**src/rtl/risc_pkg.sv**
```systemverilog
// Shared definitions for the 8-bit RISC CPU: bus widths, opcode codes,
// controller state encoding and the ALU-opcode classifier.
// No ports; imported by the controller, its decoder, the ALU and benches.
package risc_pkg;

   localparam int unsigned DATA_WIDTH   = 8;
   localparam int unsigned ADDR_WIDTH   = 5;
   localparam int unsigned OPCODE_WIDTH = DATA_WIDTH - ADDR_WIDTH;
   localparam int unsigned PHASE_WIDTH  = 3;
   localparam int unsigned STATE_WIDTH  = PHASE_WIDTH + 1;

   localparam logic [OPCODE_WIDTH-1:0] OP_HLT = 3'b000;
   localparam logic [OPCODE_WIDTH-1:0] OP_SKZ = 3'b001;
   localparam logic [OPCODE_WIDTH-1:0] OP_ADD = 3'b010;
   localparam logic [OPCODE_WIDTH-1:0] OP_AND = 3'b011;
   localparam logic [OPCODE_WIDTH-1:0] OP_XOR = 3'b100;
   localparam logic [OPCODE_WIDTH-1:0] OP_LDA = 3'b101;
   localparam logic [OPCODE_WIDTH-1:0] OP_STO = 3'b110;
   localparam logic [OPCODE_WIDTH-1:0] OP_JMP = 3'b111;

   // State = {halted flag, phase}. HALTED carries phase 4 in its low bits
   // so the phase output reads 4 while halted without extra muxing.
   localparam logic [STATE_WIDTH-1:0] ST_INST_ADDR  = 4'b0000;
   localparam logic [STATE_WIDTH-1:0] ST_INST_FETCH = 4'b0001;
   localparam logic [STATE_WIDTH-1:0] ST_INST_LOAD  = 4'b0010;
   localparam logic [STATE_WIDTH-1:0] ST_IDLE       = 4'b0011;
   localparam logic [STATE_WIDTH-1:0] ST_OP_ADDR    = 4'b0100;
   localparam logic [STATE_WIDTH-1:0] ST_OP_FETCH   = 4'b0101;
   localparam logic [STATE_WIDTH-1:0] ST_ALU_OP     = 4'b0110;
   localparam logic [STATE_WIDTH-1:0] ST_STORE      = 4'b0111;
   localparam logic [STATE_WIDTH-1:0] ST_HALTED     = 4'b1100;

   // Opcodes whose operand is read from memory and loaded into the accumulator.
   function automatic logic is_aluop(input logic [OPCODE_WIDTH-1:0] op);
      return (op == OP_ADD) || (op == OP_AND) || (op == OP_XOR) || (op == OP_LDA);
   endfunction

endpackage

```
**src/rtl/risc_controller_if.sv**
```systemverilog
// Controller <-> datapath bundle.
// master (controller): inputs opcode, zero; outputs sel, rd, ld_ir, inc_pc,
//   halt, ld_pc, data_e, ld_ac, wr, phase.
// slave (datapath/bench): the mirror image.
interface risc_controller_if;
   import risc_pkg::*;

   logic [OPCODE_WIDTH-1:0] opcode;
   logic                    zero;
   logic                    sel;
   logic                    rd;
   logic                    ld_ir;
   logic                    inc_pc;
   logic                    halt;
   logic                    ld_pc;
   logic                    data_e;
   logic                    ld_ac;
   logic                    wr;
   logic [PHASE_WIDTH-1:0]  phase;

   modport master (
      input  opcode, zero,
      output sel, rd, ld_ir, inc_pc, halt, ld_pc, data_e, ld_ac, wr, phase
   );

   modport slave (
      output opcode, zero,
      input  sel, rd, ld_ir, inc_pc, halt, ld_pc, data_e, ld_ac, wr, phase
   );

endinterface

```
**src/rtl/risc_ctrl_decode.sv**
```systemverilog
// Combinational strobe decoder for the RISC controller.
// Inputs : i_state (controller state), i_opcode (IR opcode), i_zero (ALU is_zero).
// Outputs: o_sel, o_rd, o_ld_ir, o_inc_pc, o_halt, o_ld_pc, o_data_e, o_ld_ac, o_wr.
module risc_ctrl_decode
   import risc_pkg::*;
(
   input  logic [STATE_WIDTH-1:0]  i_state,
   input  logic [OPCODE_WIDTH-1:0] i_opcode,
   input  logic                    i_zero,
   output logic                    o_sel,
   output logic                    o_rd,
   output logic                    o_ld_ir,
   output logic                    o_inc_pc,
   output logic                    o_halt,
   output logic                    o_ld_pc,
   output logic                    o_data_e,
   output logic                    o_ld_ac,
   output logic                    o_wr
);

   logic w_aluop;
   logic w_is_hlt;
   logic w_is_skz;
   logic w_is_sto;
   logic w_is_jmp;

   assign w_aluop  = is_aluop(i_opcode);
   assign w_is_hlt = (i_opcode == OP_HLT);
   assign w_is_skz = (i_opcode == OP_SKZ);
   assign w_is_sto = (i_opcode == OP_STO);
   assign w_is_jmp = (i_opcode == OP_JMP);

   // Opcode terms only appear in the arms for phases 4..7, so fetch-phase
   // strobes never depend on a stale or unknown IR.
   always_comb begin
      o_sel    = 1'b0;
      o_rd     = 1'b0;
      o_ld_ir  = 1'b0;
      o_inc_pc = 1'b0;
      o_halt   = 1'b0;
      o_ld_pc  = 1'b0;
      o_data_e = 1'b0;
      o_ld_ac  = 1'b0;
      o_wr     = 1'b0;
      case (i_state)
         ST_INST_ADDR: begin
            o_sel = 1'b1;
         end
         ST_INST_FETCH: begin
            o_sel = 1'b1;
            o_rd  = 1'b1;
         end
         ST_INST_LOAD, ST_IDLE: begin
            o_sel   = 1'b1;
            o_rd    = 1'b1;
            o_ld_ir = 1'b1;
         end
         ST_OP_ADDR: begin
            o_inc_pc = 1'b1;
            o_halt   = w_is_hlt;
         end
         ST_OP_FETCH: begin
            o_rd = w_aluop;
         end
         ST_ALU_OP: begin
            o_rd     = w_aluop;
            o_inc_pc = w_is_skz & i_zero;
            o_ld_pc  = w_is_jmp;
            o_data_e = w_is_sto;
         end
         ST_STORE: begin
            o_rd     = w_aluop;
            o_ld_ac  = w_aluop;
            o_ld_pc  = w_is_jmp;
            o_inc_pc = w_is_jmp;
            o_wr     = w_is_sto;
            o_data_e = w_is_sto;
         end
         ST_HALTED: begin
            o_halt = 1'b1;
         end
         default: ;
      endcase
   end

endmodule

```
**src/rtl/risc_controller.sv**
```systemverilog
// 8-phase instruction sequencer for the 8-bit RISC CPU.
// Ports: clk (rising-edge clock), rst_n (synchronous active-low reset),
//   bus (risc_controller_if.master: opcode/zero in, control strobes and
//   phase out). Holds the state register and next-state logic; strobe
//   decode lives in risc_ctrl_decode.
module risc_controller
   import risc_pkg::*;
(
   input  logic                      clk,
   input  logic                      rst_n,
   risc_controller_if.master         bus
);

   logic [STATE_WIDTH-1:0] r_state;
   logic [STATE_WIDTH-1:0] w_state_nxt;

   always_comb begin
      w_state_nxt = r_state;
      if (r_state == ST_HALTED) begin
         w_state_nxt = ST_HALTED;
      end else if ((r_state == ST_OP_ADDR) && (bus.opcode == OP_HLT)) begin
         w_state_nxt = ST_HALTED;
      end else begin
         // Phase counter wraps 7 -> 0 naturally in PHASE_WIDTH bits.
         w_state_nxt = {1'b0, r_state[PHASE_WIDTH-1:0] + 3'd1};
      end
   end

   always_ff @(posedge clk) begin
      if (!rst_n) begin
         r_state <= ST_INST_ADDR;
      end else begin
         r_state <= w_state_nxt;
      end
   end

   assign bus.phase = r_state[PHASE_WIDTH-1:0];

   risc_ctrl_decode u_decode (
      .i_state  (r_state),
      .i_opcode (bus.opcode),
      .i_zero   (bus.zero),
      .o_sel    (bus.sel),
      .o_rd     (bus.rd),
      .o_ld_ir  (bus.ld_ir),
      .o_inc_pc (bus.inc_pc),
      .o_halt   (bus.halt),
      .o_ld_pc  (bus.ld_pc),
      .o_data_e (bus.data_e),
      .o_ld_ac  (bus.ld_ac),
      .o_wr     (bus.wr)
   );

endmodule

```
**src/flat_wrapper.sv**
```systemverilog
// flat-port wrapper written by rule: the top's interface ports become plain ports
module risc_controller_flat import risc_pkg::*;
  (clk, rst_n, bus_opcode, bus_zero, bus_sel, bus_rd, bus_ld_ir, bus_inc_pc, bus_halt, bus_ld_pc, bus_data_e, bus_ld_ac, bus_wr, bus_phase);
  risc_controller_if bus_i ();
  input  logic clk;
  input  logic rst_n;
  input wire logic [$bits(bus_i.opcode)-1:0] bus_opcode;
  input wire logic [$bits(bus_i.zero)-1:0] bus_zero;
  output wire logic [$bits(bus_i.sel)-1:0] bus_sel;
  output wire logic [$bits(bus_i.rd)-1:0] bus_rd;
  output wire logic [$bits(bus_i.ld_ir)-1:0] bus_ld_ir;
  output wire logic [$bits(bus_i.inc_pc)-1:0] bus_inc_pc;
  output wire logic [$bits(bus_i.halt)-1:0] bus_halt;
  output wire logic [$bits(bus_i.ld_pc)-1:0] bus_ld_pc;
  output wire logic [$bits(bus_i.data_e)-1:0] bus_data_e;
  output wire logic [$bits(bus_i.ld_ac)-1:0] bus_ld_ac;
  output wire logic [$bits(bus_i.wr)-1:0] bus_wr;
  output wire logic [$bits(bus_i.phase)-1:0] bus_phase;
  assign bus_i.opcode = bus_opcode;
  assign bus_i.zero = bus_zero;
  assign bus_sel = bus_i.sel;
  assign bus_rd = bus_i.rd;
  assign bus_ld_ir = bus_i.ld_ir;
  assign bus_inc_pc = bus_i.inc_pc;
  assign bus_halt = bus_i.halt;
  assign bus_ld_pc = bus_i.ld_pc;
  assign bus_data_e = bus_i.data_e;
  assign bus_ld_ac = bus_i.ld_ac;
  assign bus_wr = bus_i.wr;
  assign bus_phase = bus_i.phase;
  risc_controller u_core (.clk(clk), .rst_n(rst_n), .bus(bus_i));
endmodule
```
**config.mk**
```make
export PLATFORM = sky130hd
export DESIGN_NAME = risc_controller_flat
export DESIGN_NICKNAME = d
export VERILOG_FILES = /design/src/rtl/risc_pkg.sv /design/src/rtl/risc_controller_if.sv /design/src/rtl/risc_ctrl_decode.sv /design/src/rtl/risc_controller.sv /design/src/flat_wrapper.sv
export SDC_FILE = /design/constraint.sdc
export NUM_CORES = 1
export LEC_CHECK = 0
export CAP_MARGIN = 20
export CORE_AREA = 2 2 39 41
export CTS_CLUSTER_SIZE = 28
export DETAILED_ROUTE_END_ITERATION = 10
export DIE_AREA = 0 0 41 43
export PLACE_DENSITY = 0.69
export SLEW_MARGIN = 15
export SYNTH_ARGS = -nofsm -noshare
export SYNTH_HDL_FRONTEND = slang
export SYNTH_SLANG_ARGS = --single-unit
export TNS_END_PERCENT = 50
```
**constraint.sdc**
```tcl
create_clock -name clk -period 1.11 [get_ports clk]
set_input_delay 0.222 -clock clk [delete_from_list [all_inputs] [get_ports clk]]
set_output_delay 0.222 -clock clk [all_outputs]
set_load 0.02 [all_outputs]
```
# ---- Word level (Yosys, flattened, before mapping)
# Index checks and enable logic that the tools add are counted.
dict set report classes {
  n_addsub 1
  reduce_logical 12
  n_eq_ne 15
  mux 11
  bitwise 2
}
# cell count
set ops {}
lappend ops {{4-bit by 3-bit == test with 1-bit output, second input constant} 4}
lappend ops {{3-bit == test, second input constant} 4}
lappend ops {{3-bit OR reduction} 3}
lappend ops {{4-bit by 2-bit == test with 1-bit output, second input constant} 2}
lappend ops {{4-bit two-way mux} 2}
lappend ops {{3-bit by 2-bit == test with 1-bit output, second input constant} 2}
lappend ops {{1-bit two-way mux} 6}
lappend ops {{4-bit by 1-bit == test with 1-bit output, second input constant} 1}
lappend ops {{4-bit == test, second input constant} 1}
lappend ops {{4-bit zero test} 1}
lappend ops {{1-bit one-hot mux with 2 select lines} 2}
lappend ops {{2-bit OR reduction} 2}
lappend ops {{4-bit OR reduction} 1}
lappend ops {{3-bit by 1-bit adder with 3-bit output, second input constant} 1}
lappend ops {{3-bit by 1-bit == test with 1-bit output, second input constant} 1}
lappend ops {{3-bit zero test} 1}
lappend ops {{1-bit logical OR} 3}
lappend ops {{1-bit one-hot mux with 3 select lines} 1}
lappend ops {{1-bit bitwise AND} 1}
lappend ops {{1-bit logical AND} 1}
lappend ops {{1-bit NOT} 1}
dict set report totals {
  out_inout_bits 12
  regBits 4
  wordCells 43
}

# ---- Depth between registers and ports, before layout
dict set report depth {
  depth_word 5
  ltp_mapped 4
  ltp_nobuf 4
}

# ---- Modules after synthesis
# A second synthesis with hierarchy kept.
dict set report unflattened {
  hier_cells 38
  hier_area_um2 310.3
}
# mod seq_area_each_um2 instances cells_per_inst area_each_um2
set by_module_without_submodules {}
lappend by_module_without_submodules {risc_controller 80.1 1 20 193.9}
lappend by_module_without_submodules {risc_ctrl_decode 0.0 1 18 116.4}

# ---- Worst setup path before layout
# Ideal clock, no wire load.
dict set report synth_path {
  path_type {register -> output}
  startpoint {register u_core.r_state[0]}
  endpoint {output bus_inc_pc}
  n_path_buf 0
  required_ps 888
  setup_slack_ps -444
  stages_incl_launch_ff 4
  arrival_time_ps 1332
  path_cell_list {dfxtp_1 ha_1 a41oi_1 a211oi_1}
}
dict set report synth_between {
  elab_chain_len 2
  elab_cells_between_ends 4
}
# item line
set synth_lines {}
lappend synth_lines {{from (decl)} risc_controller.sv:14} ;# logic [STATE_WIDTH-1:0] r_state;
lappend synth_lines {{from (signal assigned)} risc_controller.sv:33} ;# r_state <= w_state_nxt;
lappend synth_lines {{4-bit by 3-bit == test with 1-bit output} risc_ctrl_decode.sv:45} ;# case (i_state)
lappend synth_lines {{1-bit one-hot mux with 3 select lines (*)} risc_ctrl_decode.sv:45}
lappend synth_lines {{to (decl)} flat_wrapper.sv:12} ;# output wire logic [$bits(bus_i.inc_pc)-1:0] bus_inc_pc;
# Every way passes the cells marked *; elsewhere a longest branch is shown, timed or not.

# ---- Worst setup path in the final report
# Ends and elaborated chain as after synthesis.

==> results.yml <==
place:
  detailedPlacementHpwl_um: 763.9
  postPlaceCellArea_um2: 688.2
  numPlacedInstances: 79
  placement.io_buffers: 17
  globalplace.congestion: 0.6387
  dp_worst_setup_slack_ns: -1.031
drt:
  antenna_violating_nets_post_route: 0
  drt_total_wl_mm: 1.021
  detail_route.drc_violations: 0
  drtPass1Iterations: 4
  dr.first_iter.drc_count: 7
  dr_total_vias: 400
  per_cell_routed_wire_length_um: 12.01
  detail_route.vias_per_cell: 4.706
clock_network:
  cts_hold_repair.buffers: 0
  tritoncts: "done"
  htree_num_levels: 1
  cts_num_sinks: 4
  numCtsBuffers: 3
  clock_edge_transition_at_the_registers_on_the_reported_setup_and_hold_paths_ns: 0.03
  cts-root-to-sink-buffers: 2
  cts.root.buffer_cell: "sky130_fd_sc_hd__clkbuf_4"
  worstSkewPairLatency_ns: 0.24
yosys:
  synthesis.yosys.warnings: 0
  synth_top_area_share_pct: 23.36
  synth_fp_nets: 50
  combinational_family_with_the_most_area_after_synthesis: "simple AND/OR/NAND/NOR gates"
  async_reset_ff_share_pct: 0
  synth_top_cells_by_area: "sky130_fd_sc_hd__dfxtp_1, sky130_fd_sc_hd__ha_1, sky130_fd_sc_hd__nor3_1, sky130_fd_sc_hd__buf_4, sky130_fd_sc_hd__o211a_4"
  yosysUniqueCellTypes: 20
  post_synth_and_or_nand_nor_area_fraction_pct: 33.58
  syn_inst: 40
  synth_adder_area_share_pct: 14.60
  synthesized_flop_and_latch_total: 4
  syn_avg_cell_area_um2: 8.571
  synth_top_area_cell: "sky130_fd_sc_hd__dfxtp_1"
  fraction_of_synthesized_cell_area_in_xor_and_xnor_cells_pct: 5.109
  synth_ff_type: "sky130_fd_sc_hd__dfxtp_1"
  synth.area.mux_share_pct: 0
  sequential_fraction_of_the_synthesis_area_pct: 23.36
  compound_gate_fraction_of_synth_area_pct: 12.04
  syn-cell-area_um2: 342.8
  synth_enable_flop_cells: 0
worst_setup_path:
  required_ns: 0.89
  worst-r2r-cell-count: 6
  critPathLaunchType: "register"
  cp-end-kind: "primary output"
  critPathKind: "reg2out"
  worst-r2r-setup-slack_ns: -0.14
  crit-reg2reg-launch: "u_core.r_state[1]"
  reg2reg_to: "u_core.r_state[2]"
  arrival_ns: 1.36
  crit_fanout: 4
cells_and_area:
  fin_cells: 85
  drive_above_1_share_pct: 76.81
  finish.utilization_pct: 57.05
  registers.top_by_ff_count: "u_core.r_state"
  postLayoutCellArea_um2: 789.5
  finalNetCount: 81
  antenna-diode-count: 0
  largest_register_ff_count: 4
  mostFrequentLayoutCell: "sky130_fd_sc_hd__buf_4"
  multi_input_comb_area_um2: 361.6
  most-common-layout-cells: "sky130_fd_sc_hd__buf_4, sky130_fd_sc_hd__buf_6, sky130_fd_sc_hd__nor3_2"
  nFillCells: 132
  seq_area_um2: 92.59
  area_delta_synth_final_pct: 130.3
  biggestRegsByFlops: "u_core.r_state x4"
hold_path:
  holdPathStages: 2
  hold_crit_start: "u_core.r_state[0]"
  min_delay_worst_endpoint: "u_core.r_state[0]"
  min-delay-path-class: "reg2reg"
sta:
  maxSlewViolCount: 0
  setup_ws_ns: -0.4726
  pin_slew_with_the_least_headroom_to_its_limit_ns: 0.2502
  rsz0062_at_grt: "true"
  slew_headroom_pct: 83.32
  post-route-period-util_pct: 142.6
  fin_skew_ns: 0.005422
  finalHoldViolCount: 0
  finalCriticalPeriod_ns: 1.583
  final.setup.tns_ns: -3.848
  report.final.setup_viol: 14
  max_freq_mhz: 631.9
  hold_ws_ns: 0.5759
run_status:
  run_status: "complete, but fails checks"
  violations: "negative setup slack"
power:
  worst_ir_drop_vdd_uv: 737.9
  power-per-cell-area_nw_per_um2: 848.5
  totalPowerFinal_uw: 669.9
  total_leakage_power_nw: 0.3496
global_routing:
  vias_in_the_first_global_route: 390
  grt_first_pass_wirelength_mm: 1.607
  grt_start_max_net_pins: 7
  antenna_found_initial: 0
  global_route.overflow_total: 0
  groute.usage.overall_pct: 13.78
floorplanning:
  row_count: 14
  die_width_um: 41
  initial_utilization_pct: 24.77
  floorplan.die.height_um: 43
  dieArea_um2: 1763
  core_area_um2: 1384
  floorplan.io_pins: 18
job:
  cap_viol_max_count: 0
-- logic make-up (layout without fill, tap and decap cells) --
logic type	Yosys count	count (layout)
and+or+nand+nor	19	19
buffers and inverters	7	36
adders and majority gates	4	4
AOI/OAI and AO/OA	4	4
DFF	4	4
xor gates and xnor gates	2	2
-- power by group --
group,internal (mW),leakage (nW),switching [mW]
sequential,0.155,0.0353,0.0210
combinational,0.162,0.300,0.149
clock,0.121,0.0138,0.0622
-- worst max-delay path, stage by stage, from the launching register on --
cell and delay (ns):
sky130_fd_sc_hd__dfxtp_4 0.36, sky130_fd_sc_hd__inv_4 0.07, sky130_fd_sc_hd__ha_4 0.17, sky130_fd_sc_hd__nand4_1 0.14, sky130_fd_sc_hd__a211oi_4 0.24, sky130_fd_sc_hd__buf_6 0.14
-- cells in the mapped netlist, types with 2 or more instances --
| cell | instances |
|---|---|
| sky130_fd_sc_hd__buf_4 | 3 |
| sky130_fd_sc_hd__dfxtp_1 | 4 |
| sky130_fd_sc_hd__ha_1 | 4 |
| sky130_fd_sc_hd__inv_1 | 3 |
| sky130_fd_sc_hd__nor2_1 | 4 |
| sky130_fd_sc_hd__nor3_1 | 6 |
| sky130_fd_sc_hd__nor3b_1 | 2 |
| sky130_fd_sc_hd__xor2_1 | 2 |
-- final cells by class --
type / count / area share, %
multi-input cells: 29 / 45.80
repair buffers: 30 / 35.02
well taps: 16 / 2.536
clock buffers: 3 / 2.853
inverters: 3 / 2.060
flip-flops and latches: 4 / 11.73
-- what timing repair did --
| item | CTS | global route |
|---|---|---|
| pin swaps | 7 | 3 |
| endpoints found under the setup margin | 16 | 15 |
| gates resized for setup | 75 | 8 |
| buffers inserted | 2 | 1 |
-- layer usage --
| metal | vias to the layer above | track usage [%] | routed length [µm] |
|---|---|---|---|
| met2 | 19 | 24.69 | 583 |
| met1 | 181 | 12.94 | 339 |
| met3 | 0 | 6.283 | 99 |
| li1 | 200 | - | - |
| met4 | 0 | 4.000 | 0 |
| met5 | - | 0 | 0 |
-- how the worst max path moves through the flow --
stage	end	slack [ns]	start	cells past startpoint
after CTS	bus_inc_pc	-0.49	u_core.r_state[0]	5
after global placement	bus_ld_pc	-0.98	bus_opcode[2]	4
final	bus_inc_pc	-0.47	u_core.r_state[0]	5
after global routing	bus_inc_pc	-0.54	u_core.r_state[0]	5
after detailed placement	bus_ld_pc	-1.03	bus_opcode[1]	4
after floorplan	bus_inc_pc	-0.15	u_core.r_state[1]	3
Note: power is estimated with default switching activity, not from simulation.
